`src/rtl/haar_dwt2d_stream.sv`:
```
// haar_dwt2d_stream: streaming single-level 2-D Haar transform.
// Pixels arrive in raster order. Even rows are reduced horizontally into a
// line buffer of (L,H) pairs. Odd rows combine each new (L,H) pair with the
// buffered pair from the row above to produce one LL/LH/HL/HH set per 2x2 block.
// Optional build macro: HAAR_NORM_EN (floor-divide every coefficient by 4).
module haar_dwt2d_stream #(
  parameter int IMG_W  = 20,
  parameter int IMG_H  = 30,
  parameter int DATA_W = 8,
  parameter int CH     = 3,
  parameter int OUT_W  = DATA_W + 3
) (
  input  logic                  HCLK,
  input  logic                  HRESETn,
  input  logic                  start,
  input  logic                  s_valid,
  output logic                  s_ready,
  input  logic [CH*DATA_W-1:0]  s_data,
  output logic                  m_valid,
  input  logic                  m_ready,
  output logic [CH*OUT_W-1:0]   m_ll,
  output logic [CH*OUT_W-1:0]   m_lh,
  output logic [CH*OUT_W-1:0]   m_hl,
  output logic [CH*OUT_W-1:0]   m_hh,
  output logic                  m_last,
  output logic                  busy,
  output logic                  frame_done,
  output logic [1:0]            dbg_state
);

  // Handshake: a beat transfers on a rising edge where valid && ready.
  // A source holds valid and data stable until that edge; ready may depend
  // combinationally on the sink's own state but never on valid.

  localparam int HW    = DATA_W + 1;
  localparam int LBW   = CH * 2 * HW;
  localparam int NPAIR = IMG_W / 2;
  localparam int CW    = $clog2(IMG_W);
  localparam int RW    = (IMG_H > 1) ? $clog2(IMG_H) : 1;
  localparam int PW    = (NPAIR > 1) ? $clog2(NPAIR) : 1;

  localparam logic [CW-1:0] COL_LAST = CW'(IMG_W - 1);
  localparam logic [RW-1:0] ROW_LAST = RW'(IMG_H - 1);

  localparam logic [1:0] S_IDLE  = 2'd0;
  localparam logic [1:0] S_EVEN  = 2'd1;
  localparam logic [1:0] S_ODD   = 2'd2;
  localparam logic [1:0] S_FLUSH = 2'd3;

  logic [1:0]           state;
  logic [CW-1:0]        col;
  logic [RW-1:0]        row;
  logic [CH*DATA_W-1:0] a_reg;
  logic [LBW-1:0]       lb [NPAIR];
  logic [LBW-1:0]       lb_rdata;
  logic [LBW-1:0]       lb_wdata;
  logic [PW-1:0]        pair_idx;
  logic [CH*OUT_W-1:0]  ll_n, lh_n, hl_n, hh_n;

  logic in_rows, accept, col_end, row_end, odd_col, load, out_take;

  assign in_rows  = (state == S_EVEN) || (state == S_ODD);
  assign s_ready  = in_rows && (!m_valid || m_ready);
  assign accept   = s_valid && s_ready;
  assign col_end  = (col == COL_LAST);
  assign row_end  = (row == ROW_LAST);
  assign odd_col  = col[0];
  assign pair_idx = PW'(col >> 1);
  assign load     = accept && odd_col && (state == S_ODD);
  assign out_take = m_valid && m_ready;
  assign busy     = (state != S_IDLE);
  assign dbg_state = state;
  assign lb_rdata = lb[pair_idx];

  // Frame sequencing: even row, odd row, repeat; flush waits for the last set.
  always_ff @(posedge HCLK or negedge HRESETn) begin
    if (!HRESETn) begin
      state <= S_IDLE;
    end else begin
      case (state)
        S_IDLE:  if (start) state <= S_EVEN;
        S_EVEN:  if (accept && col_end) state <= S_ODD;
        S_ODD:   if (accept && col_end) state <= row_end ? S_FLUSH : S_EVEN;
        S_FLUSH: if (out_take && m_last) state <= S_IDLE;
        default: state <= S_IDLE;
      endcase
    end
  end

  // Raster position of the next pixel; cleared when a frame starts.
  always_ff @(posedge HCLK or negedge HRESETn) begin
    if (!HRESETn) begin
      col <= '0;
      row <= '0;
    end else if (state == S_IDLE) begin
      if (start) begin
        col <= '0;
        row <= '0;
      end
    end else if (accept) begin
      if (col_end) begin
        col <= '0;
        row <= row_end ? '0 : row + RW'(1);
      end else begin
        col <= col + CW'(1);
      end
    end
  end

  // Even-column pixel waits here for its odd-column partner.
  always_ff @(posedge HCLK) begin
    if (accept && !odd_col) a_reg <= s_data;
  end

  // Even rows park their horizontal (L,H) pairs for the odd row below.
  always_ff @(posedge HCLK) begin
    if (accept && odd_col && (state == S_EVEN)) lb[pair_idx] <= lb_wdata;
  end

  // Per-channel horizontal and vertical butterflies.
  always_comb begin
    logic [DATA_W-1:0]       a_c, b_c;
    logic [HW-1:0]           l_c, h_c, l_u, h_u;
    logic signed [OUT_W-1:0] lu_x, lc_x, hu_x, hc_x;
    logic signed [OUT_W-1:0] ll_c, lh_c, hl_c, hh_c;
    lb_wdata = '0;
    ll_n = '0;
    lh_n = '0;
    hl_n = '0;
    hh_n = '0;
    a_c = '0; b_c = '0; l_c = '0; h_c = '0; l_u = '0; h_u = '0;
    lu_x = '0; lc_x = '0; hu_x = '0; hc_x = '0;
    ll_c = '0; lh_c = '0; hl_c = '0; hh_c = '0;
    for (int c = 0; c < CH; c++) begin
      a_c = a_reg[c*DATA_W +: DATA_W];
      b_c = s_data[c*DATA_W +: DATA_W];
      l_c = {1'b0, a_c} + {1'b0, b_c};
      h_c = {1'b0, a_c} - {1'b0, b_c};
      lb_wdata[c*2*HW +: 2*HW] = {h_c, l_c};
      l_u = lb_rdata[c*2*HW +: HW];
      h_u = lb_rdata[c*2*HW + HW +: HW];
      // L is unsigned (zero-extend), H is two's complement (sign-extend).
      lu_x = {2'b00, l_u};
      lc_x = {2'b00, l_c};
      hu_x = {{2{h_u[HW-1]}}, h_u};
      hc_x = {{2{h_c[HW-1]}}, h_c};
      ll_c = lu_x + lc_x;
      lh_c = lu_x - lc_x;
      hl_c = hu_x + hc_x;
      hh_c = hu_x - hc_x;
`ifdef HAAR_NORM_EN
      ll_c = ll_c >>> 2;
      lh_c = lh_c >>> 2;
      hl_c = hl_c >>> 2;
      hh_c = hh_c >>> 2;
`else
      ll_c = ll_c;
`endif
      ll_n[c*OUT_W +: OUT_W] = ll_c;
      lh_n[c*OUT_W +: OUT_W] = lh_c;
      hl_n[c*OUT_W +: OUT_W] = hl_c;
      hh_n[c*OUT_W +: OUT_W] = hh_c;
    end
  end

  // Output register: a fresh load wins over a simultaneous take.
  always_ff @(posedge HCLK or negedge HRESETn) begin
    if (!HRESETn) begin
      m_valid <= 1'b0;
      m_last  <= 1'b0;
      m_ll    <= '0;
      m_lh    <= '0;
      m_hl    <= '0;
      m_hh    <= '0;
    end else if (load) begin
      m_valid <= 1'b1;
      m_last  <= col_end && row_end;
      m_ll    <= ll_n;
      m_lh    <= lh_n;
      m_hl    <= hl_n;
      m_hh    <= hh_n;
    end else if (out_take) begin
      m_valid <= 1'b0;
      m_last  <= 1'b0;
    end
  end

  // One-cycle pulse after the final set of the frame leaves.
  always_ff @(posedge HCLK or negedge HRESETn) begin
    if (!HRESETn) frame_done <= 1'b0;
    else          frame_done <= (state == S_FLUSH) && out_take && m_last;
  end

endmodule

```
`config.mk`:
```
export PLATFORM = sky130hd
export DESIGN_NAME = haar_dwt2d_stream
export DESIGN_NICKNAME = d
export VERILOG_FILES = /design/src/rtl/haar_dwt2d_stream.sv
export SDC_FILE = /design/constraint.sdc
export NUM_CORES = 1
export LEC_CHECK = 0
export CORE_UTILIZATION = 51
export DETAILED_ROUTE_END_ITERATION = 8
export PLACE_DENSITY = 0.71
export SKIP_LAST_GASP = 1
export SYNTH_ARGS = -nofsm -noshare
export SYNTH_HDL_FRONTEND = slang
export SYNTH_SLANG_ARGS = --single-unit
```
`constraint.sdc`:
```
create_clock -name HCLK -period 12.4 [get_ports HCLK]
set_clock_uncertainty 0.1 [all_clocks]
set_input_delay 2.48 -clock HCLK [delete_from_list [all_inputs] [get_ports HCLK]]
set_output_delay 2.48 -clock HCLK [all_outputs]
set_load 0.1 [all_outputs]
```
==> metrics.md <==
| Metric | Value |
|---|---|
| Hold Crit Class | register to register |
| Setup crit start kind | input port |
| Number of flip-flops in the largest register | 510 |
| Setup TNS | 0 ns |
| Fin. max-slew vios | 0 |
| Commonest cells after routing, fill and taps aside | 534 x edfxtp_1, 163 x clkdlybuf4s50_1, 158 x ha_1 |
| Final Wtd Congestion | slightly below 0.9 |
| Hold Vio Cnt, Final | 0 |
| Slew HR | 0.216 |
| Via count | between 15000 and 20000 |
| Clock Root Buffer | clkbuf_16 |
| Std-Cell Rows | 91 |
| Grt total ovfl | 0 |
| Biggest register | lb |
| Clock Tree Buf Depth | 3 |
| Clk sinks | 660 |
| Slowest cell on the critical path | clkdlybuf4s50_1 |
| Cells after synthesis | 2311 |
| Most common cell after layout, fill and taps aside | edfxtp_1 |
| Gr usage total | 0.231 |
| Initial DRT Pass Iterations | 5 |
| Post-CTS Hold Fix Bufs | 0 |
| Worst EP required | 9.82 ns |
| Synth async-reset ratio | 0.191 |
| Layout cells sized above 1 | 0.118 |
| Vias in the first global route | 19200 |
| Min Tclk post-route | roughly 7.1 ns |
| Die Height | 253 um |
| Die Area | about 0.064 mm^2 |
| Initial core utilization | 0.518 |
| Main synth FF type | edfxtp_1 |
| Initial drt markers | between 1500 and 2000 |
| Reg area | 0.0192 mm^2 |
| IO Pins | 168 |
| HPWL Detailed | around 46000 um |
| Unique masters post-synth | 74 |
| Resized Gates After CTS | 0 |
| Max_cap viols | 0 |
| Post-synthesis register bit count | 660 |
| Core area | 0.0618 mm^2 |
| Syn. warnings | 0 |
| EDFF count, synth | between 500 and 600 |
| Port Buffers | 164 |
| Crit path buf inv count | 2 |
| Nature of the critical path endpoint | output port |
| Vias per inst | about 5.7 |
| CP max stage delay | 1.13 ns |
| Cells along the critical path | clkdlybuf4s50_1, nand2b_1, and2_1, clkdlybuf4s50_1 |
| Outcome | complete, no violations |
| DRT Wirelength | 72300 um |
| Footprint of the multi-input gates | 0.0117 mm^2 |
| Largest net degree at the start of global routing | 102 |
| CTS HTree Levels | 3 |
| RSZ-0062 raised after global routing | no |
| Worst-Margin Slew | 1.17 ns |
| Worst-Skew Late Latency | 0.61 ns |
| Clock Pin Slew Worst Setup and Hold Paths | 0.06 ns |
| Total DRC errors in the routed layout | 0 |
| Largest registers | lb: 510 flops, m_ll: 29 flops, m_hh: 28 flops |
| Setup Buffers After CTS | 0 |
| Die width | about 250 um |
| Top delay family on crit path | buffers and inverters |
| Num CTS Buffers | ~70 |
| Post-DR wirelength/cell | 21.7 um |
| Initial antenna violation count | 2 |
| Crit-path max FO | 5 |
| Routed Antenna Nets | 0 |
| Filler instances | 4693 |
| Final net count | 2638 |
| Top cell by count, worst path | clkdlybuf4s50_1 |
| TritonCTS clock tree | done |
| Netlist Area Pre-Place | 0.0320 mm^2 |
| Period utilisation layout | 0.573 |
| Layout area overhead | 14.5% |
| Syn Area/Cell | 13.9 um^2 |
| Setup slack, reg-to-reg | 7.06 ns |
| Final setup fails | 0 |
| Seq/Total Area, Yosys | 0.599 |
| Kind of critical path | input port to output port |
| Maximum clock frequency | ~140 MHz |
| First-pass GRT wire length | 112000 um |
| Crit path DAT | 4.53 ns |
## path summary, 6_finish.rpt
check / startpoint / end / cells past startpoint
worst max-delay path: m_ready / s_ready / 4
worst min-delay path: m_hh[1] / m_hh[1] / 2
worst max register to register: col[1] / m_lh[19] / 13
worst min register to register: m_hh[1] / m_hh[1] / 2
max in group asynchronous: HRESETn / m_hl[7] / 2
min in group asynchronous: HRESETn / dbg_state[1] / 1
## through the flow
step / hold slack, ns / cell area, um^2 / setup slack (ns) / util / std cells
after detailed placement: 0.364 / 34300 / 5.29 / 0.554 / 3196
after global routing: 0.383 / 36700 / 5.26 / 0.593 / 3330
after global placement: 0.362 / 34300 / 5.29 / 0.554 / 3196
after floorplan: 0.345 / 32000 / 3.89 / - / 2313
final: 0.375 / 36700 / 5.29 / 0.593 / 3333
after CTS: 0.378 / 36700 / 5.28 / 0.593 / 3330
## worst min-delay path: cells and delay by family (launching register included)
family        cells  cell delay, ns
flops             1            0.34
simple gates      2            0.10
## area by class of cell
| class | count | area share |
|---|---|---|
| Clock inverter | 40 | 0.0104 |
| Timing Repair Buffer | 190 | 0.0505 |
| Antenna cell | 3 | 0.000205 |
| Tap cell | 837 | 0.0286 |
| Multi-Input combinational cell | 1392 | 0.320 |
| Inverter | 117 | 0.0120 |
| Sequential cell | 660 | 0.524 |
| Clock buffer | 94 | 0.0551 |
## synthesized netlist by cell type (64+ instances only)
master	instances	area, um^2
inv_1	111	417
ha_1	158	1980
edfxtp_1	534	16000
dfrtp_1	126	3150
nand2_1	154	578
mux4_2	101	2270
nor2_1	97	364
a211oi_1	64	480
a21oi_1	102	510
nor2b_1	78	488
o21ai_0	111	556
xnor2_1	71	622
## per-layer routing
layer	GRT usage	part of all wire
met5	0	0
met1	0.316	0.43
met3	0.0423	0.071
met4	0.0675	0.020
met2	0.375	0.48
## cells by family after synthesis
logic type / Yosys count / synth area share
AOI/OAI and AO/OA: 468 / 0.0969
adders and majority gates: 176 / 0.0730
other: 1 / 0.000117
and+or+nand+nor: 475 / 0.0729
buffers and inverters: 261 / 0.0373
muxes: 162 / 0.0908
xor gates and xnor gates: 108 / 0.0295
DFF: 660 / 0.599
Power is not shown: default switching activity piles up to over one toggle a cycle in this logic, so the estimate is an artifact.
